`src/rtl/asteroid_pkg.sv`:
```
// Shared types and constants for the asteroid lane engine: the FSM state
// encoding, lane identifiers, the difficulty-to-step multiplier and the
// lane-randomiser LFSR constants.
package asteroid_pkg;

    typedef enum logic [1:0] {
        IDLE = 2'd0,
        RUN  = 2'd1,
        HIT  = 2'd2,
        DONE = 2'd3
    } state_e;

    localparam logic LANE_A = 1'b0;
    localparam logic LANE_B = 1'b1;

    // Galois LFSR for x^16+x^14+x^13+x^11+1, right-shifting form.
    localparam logic [15:0] LFSR_SEED = 16'hACE1;
    localparam logic [15:0] LFSR_TAPS = 16'hB400;

    // Base ticks per asteroid step: 8, 6, 4, 2 for difficulty 0..3.
    function automatic logic [3:0] diff_mult(input logic [1:0] d);
        return 4'd8 - {1'b0, d, 1'b0};
    endfunction

    function automatic logic [15:0] lfsr_next(input logic [15:0] s);
        return s[0] ? ((s >> 1) ^ LFSR_TAPS) : (s >> 1);
    endfunction

endpackage

```
`src/rtl/asteroid_lane_engine_if.sv`:
```
// Bundle between the access/game controller and the asteroid lane engine.
// The controller (master) drives the control inputs; the engine (slave)
// returns status pulses, the two LED rows, the dodge count and its state.
//
// Signalling: there is no valid/ready handshake on this bus. NewGamePulse,
// DodgeBtn, CrashDetected and LEDTimeOut are single-cycle pulses that are
// acted on in the cycle they are high; EnableGameElements and Difficulty are
// levels sampled on every clock edge.
interface asteroid_lane_engine_if
    import asteroid_pkg::*;
#(
    parameter int N_LEDS = 10
);
    logic              NewGamePulse;
    logic              EnableGameElements;
    logic [1:0]        Difficulty;
    logic              DodgeBtn;
    logic              CrashDetected;
    logic              LEDTimeOut;
    logic [N_LEDS-1:0] LaneALeds;
    logic [N_LEDS-1:0] LaneBLeds;
    logic [7:0]        DodgeCount;
    state_e            dbg_state;

    modport master (
        output NewGamePulse, EnableGameElements, Difficulty, DodgeBtn,
        input  CrashDetected, LEDTimeOut, LaneALeds, LaneBLeds, DodgeCount,
        input  dbg_state
    );

    modport slave (
        input  NewGamePulse, EnableGameElements, Difficulty, DodgeBtn,
        output CrashDetected, LEDTimeOut, LaneALeds, LaneBLeds, DodgeCount,
        output dbg_state
    );

endinterface

```
`src/rtl/asteroid_step_timer.sv`:
```
// Step-strobe generator. The step length (TICK_DIV * multiplier) is latched
// from Difficulty on restart so a mid-flight change waits for the next spawn.
// The strobe fires on the last cycle of each step and the counter wraps.
module asteroid_step_timer
    import asteroid_pkg::*;
#(
    parameter int TICK_DIV = 5000000
) (
    input  logic       clk,
    input  logic       rst_n,
    input  logic       run,
    input  logic       restart,
    input  logic [1:0] difficulty,
    output logic       strobe
);
    localparam int CW = $clog2(TICK_DIV * 8);

    logic [CW-1:0] cnt_q, cnt_d;
    logic [CW-1:0] term_q, term_d;
    logic [CW-1:0] term_new;

    assign strobe = run && (cnt_q == term_q);

    // Next counter value and latched terminal count.
    always_comb begin
        term_new = CW'(TICK_DIV * int'(diff_mult(difficulty)) - 1);
        cnt_d    = cnt_q;
        term_d   = term_q;
        if (restart) begin
            cnt_d  = '0;
            term_d = term_new;
        end else if (run) begin
            cnt_d = strobe ? '0 : cnt_q + CW'(1);
        end else begin
            cnt_d = '0;
        end
    end

    // Counter and period registers.
    always_ff @(posedge clk) begin
        if (!rst_n) begin
            cnt_q  <= '0;
            term_q <= CW'(TICK_DIV * 8 - 1);
        end else begin
            cnt_q  <= cnt_d;
            term_q <= term_d;
        end
    end

endmodule

```
`src/rtl/asteroid_lane_engine.sv`:
```
// Asteroid lane engine: one asteroid at a time walks down a two-lane LED
// track toward the player at index 0. Reports a crash or a survived round
// back to the game controller as registered one-cycle pulses.
// Build option: ASTEROID_RANDOM_LANE_EN picks the spawn lane from a 16-bit
// LFSR; without it spawn lanes alternate A, B, A, ...
module asteroid_lane_engine
    import asteroid_pkg::*;
#(
    parameter int N_LEDS           = 10,
    parameter int TICK_DIV         = 5000000,
    parameter int DODGES_PER_ROUND = 8
) (
    input logic                   Clk,
    input logic                   Reset,
    asteroid_lane_engine_if.slave bus
);
    localparam int              PW          = $clog2(N_LEDS);
    localparam logic [PW-1:0]   POS_START   = PW'(N_LEDS - 1);
    localparam logic [7:0]      DODGE_LIMIT = 8'(DODGES_PER_ROUND);

    state_e            state_q, state_d;
    logic [PW-1:0]     pos_q, pos_d;
    logic              ast_lane_q, ast_lane_d;
    logic              player_lane_q, player_lane_d;
    logic [7:0]        dodge_cnt_q, dodge_cnt_d;
    logic [7:0]        dodge_next;
    logic              crash_q, crash_d;
    logic              timeout_q, timeout_d;
    logic              spawn;
    logic              step;
    logic              lane_pick;
    logic [N_LEDS-1:0] lane_a, lane_b;

    asteroid_step_timer #(
        .TICK_DIV (TICK_DIV)
    ) u_timer (
        .clk        (Clk),
        .rst_n      (Reset),
        .run        (state_q == RUN),
        .restart    (spawn),
        .difficulty (bus.Difficulty),
        .strobe     (step)
    );

`ifdef ASTEROID_RANDOM_LANE_EN
    logic [15:0] lfsr_q, lfsr_d;

    assign lane_pick = lfsr_q[0];

    // Free-running lane randomiser, reseeded by a new game.
    always_comb begin
        lfsr_d = bus.NewGamePulse ? LFSR_SEED : lfsr_next(lfsr_q);
    end

    // LFSR register.
    always_ff @(posedge Clk) begin
        if (!Reset) lfsr_q <= LFSR_SEED;
        else        lfsr_q <= lfsr_d;
    end
`else
    logic alt_lane_q, alt_lane_d;

    assign lane_pick = alt_lane_q;

    // Alternating spawn lane, restarting at A for a new game.
    always_comb begin
        alt_lane_d = alt_lane_q;
        if (bus.NewGamePulse) alt_lane_d = LANE_A;
        else if (spawn)       alt_lane_d = ~alt_lane_q;
    end

    // Alternator register.
    always_ff @(posedge Clk) begin
        if (!Reset) alt_lane_q <= LANE_A;
        else        alt_lane_q <= alt_lane_d;
    end
`endif

    // Game FSM: state transitions, asteroid motion, resolve and pulses.
    always_comb begin
        state_d       = state_q;
        pos_d         = pos_q;
        ast_lane_d    = ast_lane_q;
        player_lane_d = player_lane_q;
        dodge_cnt_d   = dodge_cnt_q;
        dodge_next    = dodge_cnt_q;
        crash_d       = 1'b0;
        timeout_d     = 1'b0;
        spawn         = 1'b0;

        if (bus.NewGamePulse) begin
            // A new game overrides any step or resolve in the same cycle.
            state_d       = IDLE;
            pos_d         = POS_START;
            ast_lane_d    = LANE_A;
            player_lane_d = LANE_A;
            dodge_cnt_d   = '0;
        end else begin
            // The toggle lands before a same-cycle resolve compares lanes.
            if (state_q != HIT && bus.DodgeBtn) player_lane_d = ~player_lane_q;

            unique case (state_q)
                IDLE: begin
                    if (bus.EnableGameElements) begin
                        state_d = RUN;
                        spawn   = 1'b1;
                        // Coming back from a finished round starts a fresh one.
                        if (dodge_cnt_q >= DODGE_LIMIT) dodge_cnt_d = '0;
                    end
                end
                RUN: begin
                    if (!bus.EnableGameElements) begin
                        state_d = IDLE;
                        pos_d   = POS_START;
                    end else if (step) begin
                        if (pos_q != '0) begin
                            pos_d = pos_q - PW'(1);
                        end else if (ast_lane_q == player_lane_d) begin
                            crash_d = 1'b1;
                            state_d = HIT;
                        end else begin
                            if (dodge_cnt_q < DODGE_LIMIT) dodge_next = dodge_cnt_q + 8'd1;
                            dodge_cnt_d = dodge_next;
                            if (dodge_next == DODGE_LIMIT) begin
                                timeout_d = 1'b1;
                                state_d   = DONE;
                            end else begin
                                spawn = 1'b1;
                            end
                        end
                    end
                end
                HIT: begin
                    if (!bus.EnableGameElements) begin
                        state_d = IDLE;
                        pos_d   = POS_START;
                    end
                end
                DONE: begin
                    if (!bus.EnableGameElements) begin
                        state_d = IDLE;
                        pos_d   = POS_START;
                    end
                end
                default: state_d = IDLE;
            endcase
        end

        if (spawn) begin
            pos_d      = POS_START;
            ast_lane_d = lane_pick;
        end
    end

    // FSM and datapath registers.
    always_ff @(posedge Clk) begin
        if (!Reset) begin
            state_q       <= IDLE;
            pos_q         <= POS_START;
            ast_lane_q    <= LANE_A;
            player_lane_q <= LANE_A;
            dodge_cnt_q   <= '0;
            crash_q       <= 1'b0;
            timeout_q     <= 1'b0;
        end else begin
            state_q       <= state_d;
            pos_q         <= pos_d;
            ast_lane_q    <= ast_lane_d;
            player_lane_q <= player_lane_d;
            dodge_cnt_q   <= dodge_cnt_d;
            crash_q       <= crash_d;
            timeout_q     <= timeout_d;
        end
    end

    // LED rows: asteroid at pos in its lane, player at bit 0, dark when idle.
    always_comb begin
        lane_a = '0;
        lane_b = '0;
        if (state_q == RUN || state_q == HIT) begin
            if (ast_lane_q == LANE_A) lane_a[pos_q] = 1'b1;
            else                      lane_b[pos_q] = 1'b1;
            if (player_lane_q == LANE_A) lane_a[0] = 1'b1;
            else                         lane_b[0] = 1'b1;
        end
    end

    assign bus.CrashDetected = crash_q;
    assign bus.LEDTimeOut    = timeout_q;
    assign bus.LaneALeds     = lane_a;
    assign bus.LaneBLeds     = lane_b;
    assign bus.DodgeCount    = dodge_cnt_q;
    assign bus.dbg_state     = state_q;

endmodule
```
`src/flat_wrapper.sv`:
```
// flat-port wrapper written by rule: the top's interface ports become plain ports
module asteroid_lane_engine_flat import asteroid_pkg::*;
#(
    parameter int N_LEDS           = 10,
    parameter int TICK_DIV         = 5000000,
    parameter int DODGES_PER_ROUND = 8
)
  (Clk, Reset, bus_NewGamePulse, bus_EnableGameElements, bus_Difficulty, bus_DodgeBtn, bus_CrashDetected, bus_LEDTimeOut, bus_LaneALeds, bus_LaneBLeds, bus_DodgeCount, bus_dbg_state);
  asteroid_lane_engine_if #(.N_LEDS(N_LEDS)) bus_i ();
  input logic Clk;
  input logic Reset;
  input wire logic [$bits(bus_i.NewGamePulse)-1:0] bus_NewGamePulse;
  input wire logic [$bits(bus_i.EnableGameElements)-1:0] bus_EnableGameElements;
  input wire logic [$bits(bus_i.Difficulty)-1:0] bus_Difficulty;
  input wire logic [$bits(bus_i.DodgeBtn)-1:0] bus_DodgeBtn;
  output wire logic [$bits(bus_i.CrashDetected)-1:0] bus_CrashDetected;
  output wire logic [$bits(bus_i.LEDTimeOut)-1:0] bus_LEDTimeOut;
  output wire logic [$bits(bus_i.LaneALeds)-1:0] bus_LaneALeds;
  output wire logic [$bits(bus_i.LaneBLeds)-1:0] bus_LaneBLeds;
  output wire logic [$bits(bus_i.DodgeCount)-1:0] bus_DodgeCount;
  output wire logic [$bits(bus_i.dbg_state)-1:0] bus_dbg_state;
  assign bus_i.NewGamePulse = bus_NewGamePulse;
  assign bus_i.EnableGameElements = bus_EnableGameElements;
  assign bus_i.Difficulty = bus_Difficulty;
  assign bus_i.DodgeBtn = bus_DodgeBtn;
  assign bus_CrashDetected = bus_i.CrashDetected;
  assign bus_LEDTimeOut = bus_i.LEDTimeOut;
  assign bus_LaneALeds = bus_i.LaneALeds;
  assign bus_LaneBLeds = bus_i.LaneBLeds;
  assign bus_DodgeCount = bus_i.DodgeCount;
  assign bus_dbg_state = bus_i.dbg_state;
  asteroid_lane_engine #(.N_LEDS(N_LEDS), .TICK_DIV(TICK_DIV), .DODGES_PER_ROUND(DODGES_PER_ROUND)) u_core (.Clk(Clk), .Reset(Reset), .bus(bus_i));
endmodule
```
`config.mk`:
```
export PLATFORM = sky130hd
export DESIGN_NAME = asteroid_lane_engine_flat
export DESIGN_NICKNAME = d
export VERILOG_FILES = /design/src/rtl/asteroid_pkg.sv /design/src/rtl/asteroid_lane_engine_if.sv /design/src/rtl/asteroid_step_timer.sv /design/src/rtl/asteroid_lane_engine.sv /design/src/flat_wrapper.sv
export SDC_FILE = /design/constraint.sdc
export NUM_CORES = 1
export LEC_CHECK = 0
export CAP_MARGIN = 40
export CORE_MARGIN = 5
export CORE_UTILIZATION = 34
export CTS_CLUSTER_DIAMETER = 50
export DETAILED_ROUTE_END_ITERATION = 10
export HOLD_SLACK_MARGIN = 0.03
export PLACE_DENSITY = 0.51
export SLEW_MARGIN = 10
export SYNTH_ARGS = -nofsm -noshare
export SYNTH_HDL_FRONTEND = slang
export SYNTH_HIERARCHICAL = 1
export SYNTH_SLANG_ARGS = --single-unit
export TNS_END_PERCENT = 100
```
`constraint.sdc`:
```
create_clock -name Clk -period 7.6 [get_ports Clk]
set_clock_uncertainty 0.2 [all_clocks]
set_input_delay 1.9 -clock Clk [delete_from_list [all_inputs] [get_ports Clk]]
set_output_delay 1.9 -clock Clk [all_outputs]
set_load 0.005 [all_outputs]
```
# After elaboration in Yosys (flattened, before gate mapping)

Cells that the tools add are included.
Widths: inputs -> output; s select.

Register bits after elaboration: 71
Input port bits: 7
Output and inout bits: 32
Word-level logic and storage cells: 111

$add $sub $neg: 5
Multiply operators: 1
Order comparisons: 4
Eq/ne operators: 18
Multiplexer cells: 49
Bitwise gates (word level): 6
Reduce and logical (&&, ||, !) cells: 18

Operator list:

| cell                  | number |
|---|---|
| $mux 8                | 13 |
| $mux 10               | 4 |
| $add 26x1->26 const B | 1 |
| $eq 26x26->1          | 1 |
| $sub 26x1->26 const B | 1 |
| $mul 17x4->20 const A | 1 |
| $mux 1                | 16 |
| $mux 4                | 4 |
| $pmux 8 s2            | 1 |
| $mux 2                | 7 |
| $ne 2x2->1 const B    | 6 |
| $add 8x1->8 const B   | 1 |
| $eq 8x4->1 const B    | 1 |
| $ge 8x4->1 const B    | 1 |
| $lt 8x4->1 const B    | 1 |
| $pmux 4 s2            | 1 |
| $reduce_and 7->1      | 1 |
| $reduce_or 7->1       | 1 |
| $ne 3x2->1 const B    | 2 |
| $not 1->1             | 6 |
| $pmux 2 s3            | 1 |
| $reduce_bool 2->1     | 3 |
| $reduce_or 6->1       | 1 |
| $lt 4x5->1 const B    | 1 |
| 20 further kinds      | 25 |

# Logic depth before layout (Yosys ltp)

Depth in word-level cells: 20
Mapped depth: 16
Gate-level depth less buffers: 14

# Modules after synthesis

Netlist, hierarchy kept.

By module, submodules not included:

| module               | instances | cells an instance | area each (µm²) | seq. area each (µm²) |
|---|---|---|---|---|
| asteroid_step_timer  | 1         | 241               | 2155.8          | 860.8 |
| asteroid_lane_engine | 1         | 166               | 1375.1          | 380.4 |

# Worst setup path before layout

Ideal clock, no wire load.

Path type: input port to flip-flop
Start: input port bus_EnableGameElements
End: register u_core.u_timer.term_q[20]
Library setup time: 116 ps
Arrival time: 3697 ps
Data required time: 7284 ps
Path slack: 3587 ps
Cell stages on the path: 11
Path buffers: 3
Cell sequence: clkbuf_1 -> nand3_1 -> nor2_1 -> o211a_1 -> nor2_1 -> nor2_1 -> clkbuf_1 -> inv_1 -> clkbuf_1 -> or2_2 -> o211a_1

Cells in the longest elaborated chain, start to end: 3
Elaborated cells on any way between the ends: 4
Those cells by class: mux: 4

Ends and longest elaborated chain:

| item                             | line                                                     | source |
|---|---|---|
| start, declared                  | flat_wrapper.sv:13                                       | `input wire logic [$bits(bus_i.EnableGameElements)-1:0] bus_EnableGameElements;` |
| $mux 1, on equally long branches | asteroid_lane_engine.sv:112, asteroid_lane_engine.sv:104 |  |
| $pmux 1 s2 *                     | asteroid_lane_engine.sv:102                              | `unique case (state_q)` |
| $mux 1 *                         | asteroid_lane_engine.sv:91                               | `if (bus.NewGamePulse) begin` |
| via u_core.spawn                 | asteroid_lane_engine.sv:29                               | `logic spawn;` |
| end signal, assigned             | asteroid_step_timer.sv:43                                | `term_q <= CW'(TICK_DIV * 8 - 1);` |
| end signal, assigned             | asteroid_step_timer.sv:46                                | `term_q <= term_d;` |
| end, declared                    | asteroid_step_timer.sv:19                                | `logic [CW-1:0] term_q, term_d;` |

The timed path passes the listed nets; every way through them passes the cells marked *.
A chain may end at the register's enable or synchronous reset.

# Final worst setup path

Start: register u_core.state_q[1], in the netlist u_core/bus.dbg_state[1]
End: output port bus_LaneBLeds[2]

Cells in the longest elaborated chain, start to end: 3
Elaborated cells on any way between the ends: 4
Those cells by class: eq/ne: 2; mux: 1; reduce/logical: 1

Ends and longest elaborated chain:

| item                                            | line                        | source |
|---|---|---|
| start, declared                                 | asteroid_lane_engine.sv:21  | `state_e state_q, state_d;` |
| start signal, assigned                          | asteroid_lane_engine.sv:166 | `state_q <= state_d;` |
| $eq 2x1->1 / $eq 2x2->1 (equally long branches) | asteroid_lane_engine.sv:180 | `if (state_q == RUN \|\| state_q == HIT) begin` |
| $logic_or 1x1->1 *                              | asteroid_lane_engine.sv:180 |  |
| $mux 10 *                                       | asteroid_lane_engine.sv:180 |  |
| end, declared                                   | flat_wrapper.sv:19          | `output wire logic [$bits(bus_i.LaneBLeds)-1:0] bus_LaneBLeds;` |

Every way passes the cells marked *; elsewhere a longest branch is shown, timed or not.

==> results.tsv <==
metric	value	unit
R2R setup slack	3.94	ns
number of diodes	0	
Setup crit end kind	output pin	
capturing point of the worst reg2reg path	u_core/u_timer/cnt_q[17]	
Worst-Margin Slew	0.640	ns
vias in the first global route	2852	
startpoint types	register	
global-route wire length before repair	13400	µm
Max Freq	217	MHz
Post-DRT Antenna Nets	0	
Area contributors post-synth	dfxtp_1 35%, xor2_1 8.9%, ha_1 7.1%, nor2_1 5.7%, nand2_1 4.0%	
DP Area	0.00403	mm²
largest net degree at the start of global routing	21	
initial antenna violation count	0	
DP Wirelength	5810	µm
Worst Setup Path Type	register to output pin	
I/O Pins	39	
Final period util	60.7	%
DRC	0	
Fillers	1072	
number of buffers created by CTS	9	
hold slack	0.256	ns
Port Buf Inserts	38	
Setup TNS	0	ns
final-stage net count	471	
total power	0.000667	W
hold_buf cts	0	
Post-synth EDFFs	0	
die area	0.0125	mm²
DRT iter0 DRCs	92	
multi-input logic area	0.00216	mm²
CP endpoint	bus_LaneBLeds[2]	
Max-Cap Viols	0	
chip width	112	µm
area occupied by registers	0.00124	mm²
Cell Rows	37	
post-route insts no fill	585	
area share of the largest cell type after synthesis	35.2	%
CP Max Fanout	7	
post-CTS sizing	0	
post-synthesis net count	434	
Tot GR Track Use	12.9	%
top_reg_cell synth	dfxtp_1	
Avg Vias per Cell	4.79	
CTS Root Cell	clkbuf_8	
Final Hold Viols	0	
routed wire length	7820	µm
placed insts	569	
Slew Viols, Final	0	
die height	112	µm
Worst VDD drop	0.0000856	V
sequential element share of the synthesized area	35.2	%
buffer count from post-CTS setup fixing	0	
fraction of registers with async set/reset	0	%
core area	0.0102	mm²
Worst Setup SP	u_core/bus.dbg_state[1]	
Starting Density	34.5	%
post-route cell area	0.00420	mm²
WP data required	5.50	ns
fraction of layout cells with a size suffix above 1	7.57	%
leak pwr	1.62	nW
routed wire length per instance	13.4	µm
max-slew headroom at the worst pin	57.2	%
worst min path class	register to register	
PD cells	159	mW/mm²
Period minus WS final	4.61	ns
beginning of the worst register-to-register path	u_core/u_timer/cnt_q[3]	
Arr. time, crit path	2.51	ns
number of setup violations in the final report	0	
YS warnings	6	
H-tree depth	3	
reg2reg path depth	15	
clk slew on worst S/H paths	0.07	ns
clock latency on the worst-skew pair	0.34	ns
area grow syn2layout	19.0	%
RSZ-0062 raised after global routing	no	
RePlAce Congestion	0.792	
grt ovf	0	
Detailed Routing Iterations Pass 1	4	
Unique masters post-synth	57	
Clock Path Buffers	2	
clock sinks	62	
synthesis-stage register bit count	62	
Synth Area per Inst	8.68	µm²
largest area contributor in the netlist	dfxtp_1	
status	completed	
Post-Syn Instances	407	
via count	2803	
Mapped Area	0.00353	mm²
CTS tree	done	
## through the flow
step	setup WS, ns	utilization (%)
CTS	2.99	41.1
detailed placement	2.89	39.4
floorplan	3.59	-
global route	2.82	41.1
global placement	2.83	39.2
finish	2.99	41.1
## worst max-delay path, cell delays in order, from the launching register on
cell,delay [ns]
dfxtp_1,0.49
inv_1,0.13
ha_1,0.36
and2b_1,0.21
nor3b_1,0.31
and2_1,0.17
clkdlybuf4s50_1,0.50
## cells in the mapped netlist, drive strengths merged, types with 8 or more instances
library cell   n
and2          20
and3          12
clkbuf         8
dfxtp         62
ha            20
inv           14
mux2i          8
nand2         38
nand3         13
nand4          9
nor2          55
nor2b          8
nor3          16
nor4           8
o21ai         10
xnor2         16
xor2          36
## cells in the final DEF, fill, tap and decap left out, types with 5 or more instances in the layout
cell,Yosys,routed
clkbuf_8,0,9
nor3_1,14,14
xnor2_1,16,16
nor2_1,54,54
nand2b_1,5,5
nand4_1,8,8
a21oi_1,5,5
nor4_1,7,7
xor2_1,36,36
ha_1,20,20
mux2i_1,8,8
clkdlybuf4s50_1,0,38
nand3_1,12,12
nand2_1,38,38
o21ai_0,9,9
and3_1,11,11
nor2b_1,7,7
dfxtp_1,62,62
and2_1,20,20
inv_1,14,14
## registers in the layout, summed over array words and instances, names as in the netlist
| register | count |
|---|---|
| u_core/u_timer/cnt_q | 26 |
| u_core/bus.LEDTimeOut | 1 |
| u_core/bus.dbg_state | 2 |
| u_core/player_lane_q | 1 |
| u_core/ast_lane_q | 1 |
| u_core/pos_q | 4 |
| u_core/bus.DodgeCount | 8 |
| u_core/u_timer/term_q | 17 |
| u_core/bus.CrashDetected | 1 |
| u_core/alt_lane_q | 1 |
## cell type report
class	instances	share of cell area, %
Inverter	14	1.25
Timing Repair Buffer	40	9.59
Tap cell	136	4.05
Clock inverter	7	1.19
Clock buffer	9	2.95
Sequential cell	62	29.6
Multi-Input combinational cell	317	51.4
## layer usage
layer	wire, µm	track usage [%]	up-vias	share of wire [%]
li1	-	-	1447	-
met5	0	0	-	0
met1	3700	15.5	1296	47
met4	114	4.30	0	1.5
met2	3700	21.9	49	47
met3	311	3.70	11	4.0
## cells by family (layout without fill, tap and decap cells)
kind of cell             after synthesis  after routing  share of synthesized area (%)
adder cells (fa/ha/maj)               20             20                           7.09
multiplexers                           8              8                           2.27
XOR/XNOR                              54             54                           14.2
flip-flops                            62             62                           35.2
AO/OA/AOI/OAI                         39             39                           8.19
buffers and inverters                 28             70                           3.69
AND/OR/NAND/NOR                      196            196                           29.4
## worst min path at each step
stage                             from                 endpoint  slack, ns  depth (start not counted)
2_1_floorplan  u_core/u_timer/cnt_q[0]  u_core/u_timer/cnt_q[0]       0.22                          1
3_3_place_gp   u_core/u_timer/cnt_q[0]  u_core/u_timer/cnt_q[0]       0.23                          1
3_5_place_dp   u_core/u_timer/cnt_q[0]  u_core/u_timer/cnt_q[0]       0.25                          1
4_1_cts        u_core/u_timer/cnt_q[0]  u_core/u_timer/cnt_q[0]       0.26                          1
5_1_grt        u_core/u_timer/cnt_q[0]  u_core/u_timer/cnt_q[0]       0.28                          1
6_report       u_core/u_timer/cnt_q[0]  u_core/u_timer/cnt_q[0]       0.26                          1
## report_power, final
| part | switching [W] | internal [W] | leakage [nW] |
|---|---|---|---|
| clock network | 0.000138 | 0.000118 | 0.0816 |
| logic | 0.0000379 | 0.0000326 | 1.04 |
| registers | 0.00000731 | 0.000332 | 0.502 |
| total | 0.000184 | 0.000483 | 1.62 |
Note: power is estimated with default switching activity, not from simulation.
==> edit: new RTL, same settings <==
Add a define of `ASTEROID_RANDOM_LANE_EN`.
--- a/src/rtl/asteroid_lane_engine.sv
+++ b/src/rtl/asteroid_lane_engine.sv
@@ -4,4 +4,6 @@
 // Build option: ASTEROID_RANDOM_LANE_EN picks the spawn lane from a 16-bit
 // LFSR; without it spawn lanes alternate A, B, A, ...
+`define ASTEROID_RANDOM_LANE_EN
+
 module asteroid_lane_engine
     import asteroid_pkg::*;
Behaviour: not the same (a bounded check fails within 4 cycles, from zero or initial values and one cycle with Reset low).
==> edit against the original RTL <==
Final cell count grew 7.2%. Total power grew 47%. Setup slack gained 0.12 ns. Cell area grew 15%. Sequential share of layout area grew 2.5 points. Routed wire length grew 7.7%. Critical path depth is the same. Synthesized area grew 13%. Sequential cell count grew 15. Critical path type unchanged. Largest cell class unchanged. Highest routed layer unchanged.
==> edit: results (changes against the original RTL) <==
----------------------------------------------------
[Run status]
  Result of the run ... finished, final reports clean (unchanged)

[Global route]
  First-pass GRT wire length ... 14,400 um (was 13,400 um)
  Maximum number of pins on one net before global-route repair ... 26 (was 21)
  GR Util met2 ... 0.202 (was 0.219)

[Routing]
  First DRT Iteration DRCs ... 116 (was 92)
  Met2 WL post-DR ... 3850 um (was 3700 um)
  Average detailed-routed wire length per instance ... 13.4 um (about the same)
  Drt via density ... 4.77 (was 4.79)

[Synthesis]
  Area fraction in compound gates after synthesis ... 0.0915 (was 0.0819)
  Avg Inst Size Synth ... 9.01 um^2 (was 8.68 um^2)
  Multiplexer share of the synthesized area ... 0.0226 (was 0.0227)
  Register area share after synthesis ... 0.386 (was 0.352)

[Timing]
  Max Clock Freq ... 222 MHz (was 217 MHz)
  Transition time at the pin with the least slew margin ... 0.682 ns (was 0.640 ns)

[Power and ir drop]
  Worst ir drop on vdd ... 0.000174 V (was 0.0000856 V)
  Static Leak ... 1.79 nW (was 1.62 nW)

[Final layout]
  Share of layout cells above drive strength 1 ... 0.0785 (was 0.0757)
  Area of the multi-input gates ... 2310 um^2 (was 2160 um^2)
  Layout filler cell count ... 1,122 (was 1,072)
  Final net count ... 508 (was 471)

[Setup path]
  Largest driver fanout on the critical path ... 6 (was 7)

[CTS]
  Library cell used as clock root buffer ... clkbuf_16 (was clkbuf_8)

[Place]
  Cell total after placement ... 611 (was 569)
  Cell area after placement ... 4480 um^2 (was 4030 um^2)
  Worst setup timing slack at the placement stage ... 2.89 ns (about the same)
  Routability cong. ... 0.806 (was 0.792)

----------------------------------------------------
==> edit: cell types whose count changed after synthesis, moves of 4 or more <==
| cell | unedited run | this run |
|---|---|---|
| nor3_1 | 14 | 7 |
| nor2_1 | 54 | 49 |
| a21oi_1 | 5 | 12 |
| nand4_1 | 8 | 12 |
| dfxtp_1 | 62 | 77 |
| xnor2_1 | 16 | 32 |
| and2_1 | 20 | 24 |
| nand2b_1 | 5 | 11 |
| xor2_1 | 36 | 20 |
| nor4_1 | 7 | 3 |
==> edit: layout make-up <==
cell class                      count  area share
Clock buffer                       11      0.0525
Multi-Input combinational cell    337       0.480
Clock inverter                      5      0.0172
Timing Repair Buffer               39      0.0806
Tap cell                          143      0.0372
Inverter                           15      0.0117
Sequential cell                    77       0.320
==> edit: cell families (layout without fill, tap and decap cells) <==
kind of cell	Yosys count	in the layout
AO/OA/AOI/OAI	50	50
XOR/XNOR	53	53
adder cells (fa/ha/maj)	22	22
buffers and inverters	29	70
flip-flops	77	77
multiplexers	9	9
AND/OR/NAND/NOR	203	203
==> edit: report_power, final <==
part / leakage (nW) / switching [mW] / internal (mW)
Combinational: 1.01 / 0.0456 / 0.0404
Sequential: 0.626 / 0.00904 / 0.415
Clock: 0.154 / 0.167 / 0.305
==> edit: final timing paths <==
path	start	end	slack [ns]	cells after the start
max	u_core/pos_q[0]$_SDFFE_PP1P_	bus_LaneALeds[0]	3.11	6
min	u_core/lfsr_q[6]$_SDFF_PP1_	u_core/lfsr_q[5]$_SDFF_PP1_	0.21	1
max reg2reg	u_core/bus.dbg_state[1]$_SDFFE_PP0P_	u_core/u_timer/cnt_q[23]$_SDFF_PP0_	3.86	13
min reg2reg	u_core/lfsr_q[6]$_SDFF_PP1_	u_core/lfsr_q[5]$_SDFF_PP1_	0.21	1
